### src/rtl/cic_interp_if.sv
// Sample-stream bundle between the CIC interpolator core and its neighbours:
// output-rate strobe in, input-rate request out, sample in, full-precision result out.
interface cic_interp_if #(
    parameter int bw         = 16,
    parameter int maxbitgain = 21
);
    localparam int W = bw + maxbitgain;

    logic                  strobe_out;
    logic                  strobe_in;
    logic signed [bw-1:0]  signal_in;
    logic signed [W-1:0]   signal_out;

    modport master (
        output strobe_out,
        output signal_in,
        input  strobe_in,
        input  signal_out
    );

    modport slave (
        input  strobe_out,
        input  signal_in,
        output strobe_in,
        output signal_out
    );
endinterface

### src/rtl/cic_interp_core.sv
// Four-stage CIC interpolator: combs at the input rate, zero-stuffing, then
// integrators at the output-strobe rate; also derives the input-rate request.
module cic_interp_core #(
    parameter int bw         = 16,
    parameter int N          = 4,
    parameter int maxbitgain = 21
) (
    input  logic           clock,
    input  logic           reset,
    input  logic           enable,
    input  logic [7:0]     rate,
    cic_interp_if.slave    bus
);
    localparam int W = bw + maxbitgain;

    logic        [6:0]   cnt;
    logic                pending;
    logic signed [W-1:0] comb_reg;
    logic signed [W-1:0] d     [N];
    logic signed [W-1:0] integ [N];
    logic signed [W-1:0] x     [N+1];
    logic signed [W-1:0] u;
    logic                take;

    // Only R = 1..128 is supported, so the ratio MSB is never used.
    logic unused_rate_msb;
    assign unused_rate_msb = rate[7];

    assign take          = enable & bus.strobe_out & (cnt == 7'd0);
    assign bus.strobe_in = take;
    assign bus.signal_out = integ[N-1];

    // NOTE: every variable driven here gets a value on every path before use,
    // otherwise synthesis would infer a latch to hold the old value.
    always_comb begin
        x[0] = {{maxbitgain{bus.signal_in[bw-1]}}, bus.signal_in};
        for (int k = 0; k < N; k++) begin
            x[k+1] = x[k] - d[k];
        end
        u = pending ? comb_reg : '0;
    end

    // NOTE: the delay/integrator arrays are plain flops, not RAM, so they are
    // cleared element by element on both the async reset and the enable clear.
    always_ff @(posedge clock or negedge reset) begin
        if (!reset) begin
            cnt      <= '0;
            pending  <= 1'b0;
            comb_reg <= '0;
            for (int k = 0; k < N; k++) begin
                d[k]     <= '0;
                integ[k] <= '0;
            end
        end else if (!enable) begin
            cnt      <= '0;
            pending  <= 1'b0;
            comb_reg <= '0;
            for (int k = 0; k < N; k++) begin
                d[k]     <= '0;
                integ[k] <= '0;
            end
        end else if (bus.strobe_out) begin
            // NOTE: non-blocking assignments make every integrator add its
            // neighbour's pre-update value, which is the cascade we want.
            integ[0] <= integ[0] + u;
            for (int k = 1; k < N; k++) begin
                integ[k] <= integ[k] + integ[k-1];
            end

            if (take) begin
                cnt      <= rate[6:0];
                pending  <= 1'b1;
                comb_reg <= x[N];
                for (int k = 0; k < N; k++) begin
                    d[k] <= x[k];
                end
            end else begin
                cnt     <= cnt - 7'd1;
                pending <= 1'b0;
            end
        end
    end
endmodule

### src/flat_wrapper.sv
// flat-port wrapper written by rule: the top's interface ports become plain ports
module cic_interp_core_flat 
#(
    parameter int bw         = 16,
    parameter int N          = 4,
    parameter int maxbitgain = 21
)
  (clock, reset, enable, rate, bus_strobe_out, bus_signal_in, bus_strobe_in, bus_signal_out);
  cic_interp_if #(.bw(bw), .maxbitgain(maxbitgain)) bus_i ();
  input  logic clock;
  input  logic reset;
  input  logic enable;
  input  logic [7:0] rate;
  input wire logic [$bits(bus_i.strobe_out)-1:0] bus_strobe_out;
  input wire logic [$bits(bus_i.signal_in)-1:0] bus_signal_in;
  output wire logic [$bits(bus_i.strobe_in)-1:0] bus_strobe_in;
  output wire logic [$bits(bus_i.signal_out)-1:0] bus_signal_out;
  assign bus_i.strobe_out = bus_strobe_out;
  assign bus_i.signal_in = bus_signal_in;
  assign bus_strobe_in = bus_i.strobe_in;
  assign bus_signal_out = bus_i.signal_out;
  cic_interp_core #(.bw(bw), .N(N), .maxbitgain(maxbitgain)) u_core (.clock(clock), .reset(reset), .enable(enable), .rate(rate), .bus(bus_i));
endmodule
### config.mk
export PLATFORM = sky130hd
export DESIGN_NAME = cic_interp_core_flat
export DESIGN_NICKNAME = d
export VERILOG_FILES = /design/src/rtl/cic_interp_if.sv /design/src/rtl/cic_interp_core.sv /design/src/flat_wrapper.sv
export SDC_FILE = /design/constraint.sdc
export NUM_CORES = 1
export LEC_CHECK = 0
export BUFFER_PORTS_ARGS = -buffer_cell sky130_fd_sc_hd__clkbuf_2
export CORE_MARGIN = 3
export CORE_UTILIZATION = 35
export CTS_CLUSTER_DIAMETER = 80
export DETAILED_ROUTE_END_ITERATION = 10
export HOLD_SLACK_MARGIN = 0.1
export MAX_ROUTING_LAYER = met4
export PLACE_DENSITY = 0.55
export SLEW_MARGIN = 0
export SYNTH_ARGS = -nofsm -noshare
export SYNTH_HDL_FRONTEND = slang
export SYNTH_SLANG_ARGS = --single-unit
### constraint.sdc
create_clock -name clock -period 8.1 [get_ports clock]
set_clock_uncertainty 0.2 [all_clocks]
set_input_delay 0.405 -clock clock [delete_from_list [all_inputs] [get_ports clock]]
set_output_delay 0.405 -clock clock [all_outputs]
set_load 0.05 [all_outputs]
Yosys cells after proc, flatten, opt, wreduce, memory -nomap -nowiden

Cells that the tools add are included.

$add $sub $neg: 9
Equality and inequality tests: 2
Mux-type cells: 15
Bitwise operators: 2
Reduce and logical (&&, ||, !) cells: 2

Operators with widths:

| cell                                             | number |
|---|---|
| two-way mux 148 bit                              | 5 |
| adder 37 bit                                     | 4 |
| two-way mux 37 bit                               | 4 |
| subtractor 37 bit                                | 3 |
| subtractor 16 x 37 -> 37 bit                     | 1 |
| two-way mux 7 bit                                | 3 |
| logical NOT 7 bit                                | 1 |
| subtractor 7 x 1 -> 7 bit, second input constant | 1 |
| != test 2 x 1 -> 1 bit, second input constant    | 2 |
| two-way mux 1 bit                                | 3 |
| bitwise AND 1 bit                                | 2 |
| AND reduction 2 bit                              | 1 |

Register bits: 341
Input bits: 28
Output and inout port bits: 38
Word-level logic and storage cells: 41

Longest topological paths before layout

Gate-level depths: netlist of run 1.

Word-level depth: 7
Gate-level depth with buffers: 48
Mapped depth without buffers: 47

Worst setup path after synthesis of run 1

OpenSTA, ideal clock, no wires.

Path kind: input-to-reg
Start point: input bus_signal_in[1]
End point: register u_core.comb_reg[35]
Library setup time: 0.120 ns
Data arrival time: 7.928 ns
Data required time: 7.780 ns
Path slack: -0.148 ns
Stages: 43
Buffers on the path: 2
Cells stage by stage: ha_1 -> nor2b_1 -> o21ai_1 -> a21oi_1 -> o21ai_0 -> a21boi_1 -> o21ai_0 -> a21oi_1 -> o41a_1 -> a41o_1 -> clkbuf_1 -> o21ai_0 -> nor2b_1 -> fa_1 -> inv_1 -> ha_1 -> inv_1 -> o21bai_1 -> [7 not listed] -> o221ai_1 -> a21oi_1 -> a21oi_1 -> o21bai_1 -> a21oi_1 -> o21ai_0 -> nand2_1 -> a21boi_0 -> ha_1 -> clkbuf_1 -> a21oi_1 -> a21boi_0 -> o21ai_0 -> o211a_1 -> a31oi_1 -> a2111oi_0 -> o21ai_0 -> a31o_1

Longest elaborated chain between the ends: 7

RTL lines:

| element                        | line                  | text |
|---|---|---|
| start, declared                | flat_wrapper.sv:15    | `input wire logic [$bits(bus_i.signal_in)-1:0] bus_signal_in;` |
| subtractor 16 x 37 -> 37 bit   | cic_interp_core.sv:38 | `x[k+1] = x[k] - d[k];` |
| subtractor 37 bit (3 in a row) | cic_interp_core.sv:38 |  |
| two-way mux 37 bit             | cic_interp_core.sv:70 | `if (take) begin` |
| two-way mux 37 bit             | cic_interp_core.sv:62 | `end else if (bus.strobe_out) begin` |
| two-way mux 37 bit             | cic_interp_core.sv:54 | `end else if (!enable) begin` |
| end signal, assigned           | cic_interp_core.sv:73 | `comb_reg <= x[N];` |
| end, declared                  | cic_interp_core.sv:18 | `logic signed [W-1:0] comb_reg;` |

Every way passes these cells. The select of a mux whose other input is x is not followed.
A chain may end at the register's enable or synchronous reset.

Final worst setup path of run 1

Start point: register u_core.d[111] (netlist bit)
End point: register u_core.comb_reg[35]

Longest elaborated chain between the ends: 7

RTL lines:

| element                         | line                  | text |
|---|---|---|
| start, declared                 | cic_interp_core.sv:19 | `logic signed [W-1:0] d [N];` |
| start signal, assigned by index | cic_interp_core.sv:75 | `d[k] <= x[k];` |
| subtractor 16 x 37 -> 37 bit    | cic_interp_core.sv:38 |  |
| subtractor 37 bit (3 in a row)  | cic_interp_core.sv:38 |  |
| two-way mux 37 bit              | cic_interp_core.sv:70 |  |
| two-way mux 37 bit              | cic_interp_core.sv:62 |  |
| two-way mux 37 bit              | cic_interp_core.sv:54 |  |

Every way passes these cells. The select of a mux whose other input is x is not followed.

==> out/qor.csv, run 1 <==
metric,value,unit
Buf/Inv on CP,3,
clock sinks,320,
Worst Hold Depth,3,
initial drt markers,893,
largest reg by FF count,u_core.d,
vias in the first global route,20900,
worst min path class,in2reg,
ant diodes,0,
CP max-delay cell,dfrtp_1,
routability-driven placement congestion ratio,0.837,
CP Capture Type,flip-flop,
critical path depth,39,
Layout Cells excl Fill,4280,
Syn. warnings,0,
cells on worst reg2reg path,39,
I/O pin count,66,
Arrival @ worst endpoint,8.12,ns
die area,0.0781,sq mm
chip width,280,um
Tcrit/Tclk final,0.972,
syn nets,3404,
setup violators final,0,
DRC Markers,0,
clk buf depth,3,
Post-Syn Instances,3097,
status,"complete, no violations",
maxcap violations,0,
"EDFF count, synth",0,
CTS H-tree lvls,2,
CP Class,reg2reg,
Largest regs,"u_core.d x127, u_core.integ x111",
asr flop ratio synth,1.00,
first-pass GRT wire length,104000,um
max-slew violations,0,
Synth Register Bits,320,
Final ANT Viol Nets,0,
Yosys top cell area share,0.306,
top_reg_cell synth,dfrtp_1,
core area,0.0736,sq mm
DR vias/cell,5.00,
Die Ht,280,um
share of cells above drive strength 1,0.142,
Fillers,7543,
RSZ-0062 raised after global routing,true,
cell with the most instances after synthesis,dfrtp_1,
FF-to-FF setup slack,0.23,ns
largest net degree at the start of global routing,152,
fin crit period,7.87,ns
Worst slew margin,0.408,
layout net count,3597,
initial antenna violation count,1,
CTS Buf Count,41,
count of cell types in the netlist,94,
most common cell type on the critical path,a21o_1,
Placed Cells,4148,
wire length per cell,14.3,um
routed wire length,61000,um
worst-skew pair later-pin latency,0.56,ns
gr usage total,0.161,
Pre-antenna DRT Iters,5,
"Max FO, Critical Path",5,
IO buf count,64,
Synth area leaders,"dfrtp_1 (31%), ha_1 (13%), a21oi_1 (4.6%)",
placed cell area,0.0284,sq mm
Tightest Pin Transition,0.888,ns
CTS tree,built,
grt ovf,0,
peak per-stage delay on the critical path,0.39,ns
Syn Area/Cell,8.46,sq um
fin area,0.0309,sq mm
"CTS clk-pin slew, worst paths",0.06,ns
"Req. time, crit path",8.35,ns
Max Freq,127,MHz
Layout Area Growth over Synthesis,17.8,%
Initial Util,0.356,
Critical Path Source Type,flip-flop,
Vias,21400,
kind of cell adding the most delay to the critical path,compound AO/OA/AOI/OAI gates,
hpwl dp,43500,um
Clock Root Buffer,clkbuf_16,
final hold violation count,0,
Core Rows,99,
final hold slack,0.175,ns
top post-synthesis cells by count,"dfrtp_1 (320), nand2_1 (273), ha_1 (269)",
sequential-to-total area share from yosys stat,0.306,
cell taking the most area after synthesis,dfrtp_1,
synthesized area,0.0262,sq mm
Largest register FFs,127,
-- kinds of logic (layout without fill, tap and decap cells) --
kind of cell / Yosys count / after routing / synth area share
xor gates and xnor gates: 213 / 213 / 0.0727
adders and majority gates: 279 / 279 / 0.136
buffers and inverters: 357 / 581 / 0.0565
muxes: 64 / 64 / 0.0245
DFF: 320 / 320 / 0.306
AOI/OAI and AO/OA: 1001 / 1001 / 0.249
and+or+nand+nor: 863 / 863 / 0.156
-- per-stage QoR --
step	setup WS, ns	util	setup TNS (ns)
finish	0.230	0.419	0
detailed placement	-0.506	0.386	-1.83
global route	-0.216	0.419	-0.656
global placement	-0.312	0.386	-1.00
floorplan	0.00656	-	0
CTS	-0.00316	0.413	-0.00316
-- per-layer routing --
layer  vias up  part of all wire  GRT usage
li1      11500                 -          -
met3        65             0.027     0.0190
met5         -                 0          -
met1      9669              0.49      0.211
met4         0             0.017     0.0335
met2       206              0.46      0.268
-- cell type report --
| cell class | count | area, sq um | area share |
|---|---|---|---|
| clock buffer | 65 | 1280 | 0.0414 |
| clock inverter | 9 | 83.8 | 0.00272 |
| inverter | 212 | 806 | 0.0261 |
| multi-input combinational | 2420 | 17300 | 0.561 |
| sequential | 320 | 8010 | 0.259 |
| tap | 959 | 1200 | 0.0389 |
| timing repair buffer | 295 | 2170 | 0.0703 |
-- tightest hold or removal path: stages --
cell and delay (ns):
buf_4 0.25, nor2_1 0.15, a211oi_1 0.05
-- cell usage in the layout, fill, tap and decap left out, types with 64 or more instances in the layout --
cell type and count:
a21o_1 147, a21oi_1 214, buf_4 201, dfrtp_1 320, ha_1 256, inv_1 203
mux2i_1 64, nand2_1 271, nand3_1 72, nor2_1 237, o21ai_0 159, o31ai_1 93
xnor2_1 122, xor2_1 73
-- what timing repair did --
item | in CTS | in global routing
setup endpoints to repair | 6 | 13
buffers inserted | 19 | 15
gates cloned | 0 | 0
pin swaps | 65 | 76
resized for setup | 52 | 85
endpoints found under the hold margin | 127 | 0
hold buffers | 25 | 0
-- worst paths after layout --
| kind | start | end |
|---|---|---|
| min | bus_strobe_out | u_core.integ[132] |
| max in group asynchronous | reset | u_core.d[68] |
| min reg2reg | u_core.comb_reg[20] | u_core.comb_reg[20] |
| min in group asynchronous | reset | u_core.bus.signal_out[1] |
| max reg2reg | u_core.d[111] | u_core.comb_reg[35] |
| max | u_core.d[111] | u_core.comb_reg[35] |
Power of run 1 is left out: the tool's default activity adds up to more than one toggle a clock period on the data nets, which glitch-free logic cannot reach.
==> run 2: changes to the inputs <==
--- a/config.mk
+++ b/config.mk
@@ -6,10 +6,10 @@
 export NUM_CORES = 1
 export LEC_CHECK = 0
 export BUFFER_PORTS_ARGS = -buffer_cell sky130_fd_sc_hd__clkbuf_2
-export CORE_MARGIN = 3
 export CORE_UTILIZATION = 35
 export CTS_CLUSTER_DIAMETER = 80
 export DETAILED_ROUTE_END_ITERATION = 10
+export GPL_ROUTABILITY_DRIVEN = 0
 export HOLD_SLACK_MARGIN = 0.1
 export MAX_ROUTING_LAYER = met4
 export PLACE_DENSITY = 0.55
==> out/qor.csv, run 2 (synthesis results as in run 1) <==
metric,value,unit
CP Class,reg2reg,
initial drt markers,803,
hpwl dp,43100,um
routed wire length,60800,um
"commonest non-fill, non-tap cell in the layout",dfrtp_1,
Largest register FFs,127,
maxcap violations,0,
CP Capture Type,flip-flop,
DRC Markers,0,
Initial Util,0.357,
core area,0.0735,sq mm
most common cell type on the critical path,a21oi_2,
max-slew violations,0,
CTS tree,built,
"Max FO, Critical Path",4,
fin crit period,7.97,ns
chip width,276,um
clk buf depth,3,
Tcrit/Tclk final,0.984,
gr usage total,0.166,
Final ANT Viol Nets,0,
Largest regs,"u_core.d x127, u_core.integ x111",
"Req. time, crit path",8.35,ns
Clock Root Buffer,clkbuf_16,
Max Freq,126,MHz
Worst slew margin,0.399,
CTS Buf Count,42,
ant diodes,0,
clock sinks,320,
CP max-delay cell,fa_1,
wire length per cell,14.2,um
Core Rows,99,
setup violators final,0,
most frequent cells in the layout,"dfrtp_1 (320), nand2_1 (270), ha_1 (256)",
first-pass GRT wire length,103000,um
final hold violation count,0,
initial antenna violation count,0,
share of cells above drive strength 1,0.139,
Layout Area Growth over Synthesis,17.8,%
largest reg by FF count,u_core.d,
Fillers,7358,
"CTS clk-pin slew, worst paths",0.06,ns
largest net degree at the start of global routing,152,
register area,0.00801,sq mm
IO buf count,64,
final core utilization,0.420,
Critical Path Source Type,flip-flop,
grt ovf,0,
Tightest Pin Transition,0.901,ns
RSZ-0062 raised after global routing,true,
I/O pin count,66,
die area,0.0759,sq mm
CTS H-tree lvls,2,
multi-input logic area,0.0174,sq mm
layout net count,3593,
status,"complete, no violations",
Die Ht,276,um
Arrival @ worst endpoint,8.22,ns
DR vias/cell,5.04,
Vias,21500,
worst-skew pair later-pin latency,0.57,ns
vias in the first global route,20900,
worst min path class,in2reg,
Pre-antenna DRT Iters,5,
peak per-stage delay on the critical path,0.43,ns
[run 2: cell count changes in the layout (fill, tap and decap cells not counted), moves of 4 or more]
cell,change
a21oi_1,-5
clkbuf_1,+5
a21oi_2,+5
buf_4,-4
[run 2: worst max-delay path, delay by kind of cell (launching register included)]
family                     cells  cell delay [ns]
AOI/OAI and AO/OA             18             3.44
xor gates and xnor gates       1             0.07
adders and majority gates      6             1.87
buffers and inverters          6             0.66
DFF                            1             0.38
and+or+nand+nor                9             1.20
[run 2: worst paths after layout]
check / endpoint / start / slack [ns] / cells after the start
worst min register to register: u_core.comb_reg[20] / u_core.comb_reg[20] / 0.27 / 2
worst max-delay path: u_core.comb_reg[35] / u_core.d[111] / 0.13 / 40
worst max register to register: u_core.comb_reg[35] / u_core.d[111] / 0.13 / 40
worst min-delay path: u_core.integ[145] / bus_strobe_out / 0.16 / 3
max in group asynchronous: u_core.d[106] / reset / 6.04 / 3
min in group asynchronous: u_core.bus.signal_out[5] / reset / 0.31 / 2
[run 2: cell type report]
class,instances,area share
timing repair buffer,290,0.0690
clock buffer,67,0.0407
tap,959,0.0389
clock inverter,3,0.00142
multi-input combinational,2420,0.564
inverter,212,0.0261
sequential,320,0.260
[run 2: per-layer routing]
metal,global-route usage,share of wire,up-vias,wire length (um)
li1,-,-,11500,-
met1,0.216,0.50,9726,30300
met2,0.272,0.46,217,27700
met3,0.0182,0.024,102,1460
met4,0.0439,0.022,0,1320
met5,-,0,-,0
[run 2: repair_timing]
| action | in CTS | in global routing |
|---|---|---|
| setup endpoints to repair | 7 | 13 |
| setup buffers | 14 | 17 |
| resized for setup | 51 | 94 |
| pin swaps | 56 | 80 |
| endpoints found under the hold margin | 138 | 0 |
| hold buffers | 25 | 0 |
[run 2: metrics by stage]
stage	area, sq um	std cells	hold slack, ns	setup WS (ns)	setup TNS, ns
finish	30800	4271	0.156	0.132	0
global route	30800	4271	0.169	-0.282	-1.04
CTS	30200	4254	0.134	-0.00922	-0.00922
detailed placement	28400	4145	0.264	-0.447	-1.90
global placement	28400	4145	0.255	-0.305	-0.990
floorplan	26200	3097	-0.0906	0.00656	0
Power of run 2 is left out for the same reason.
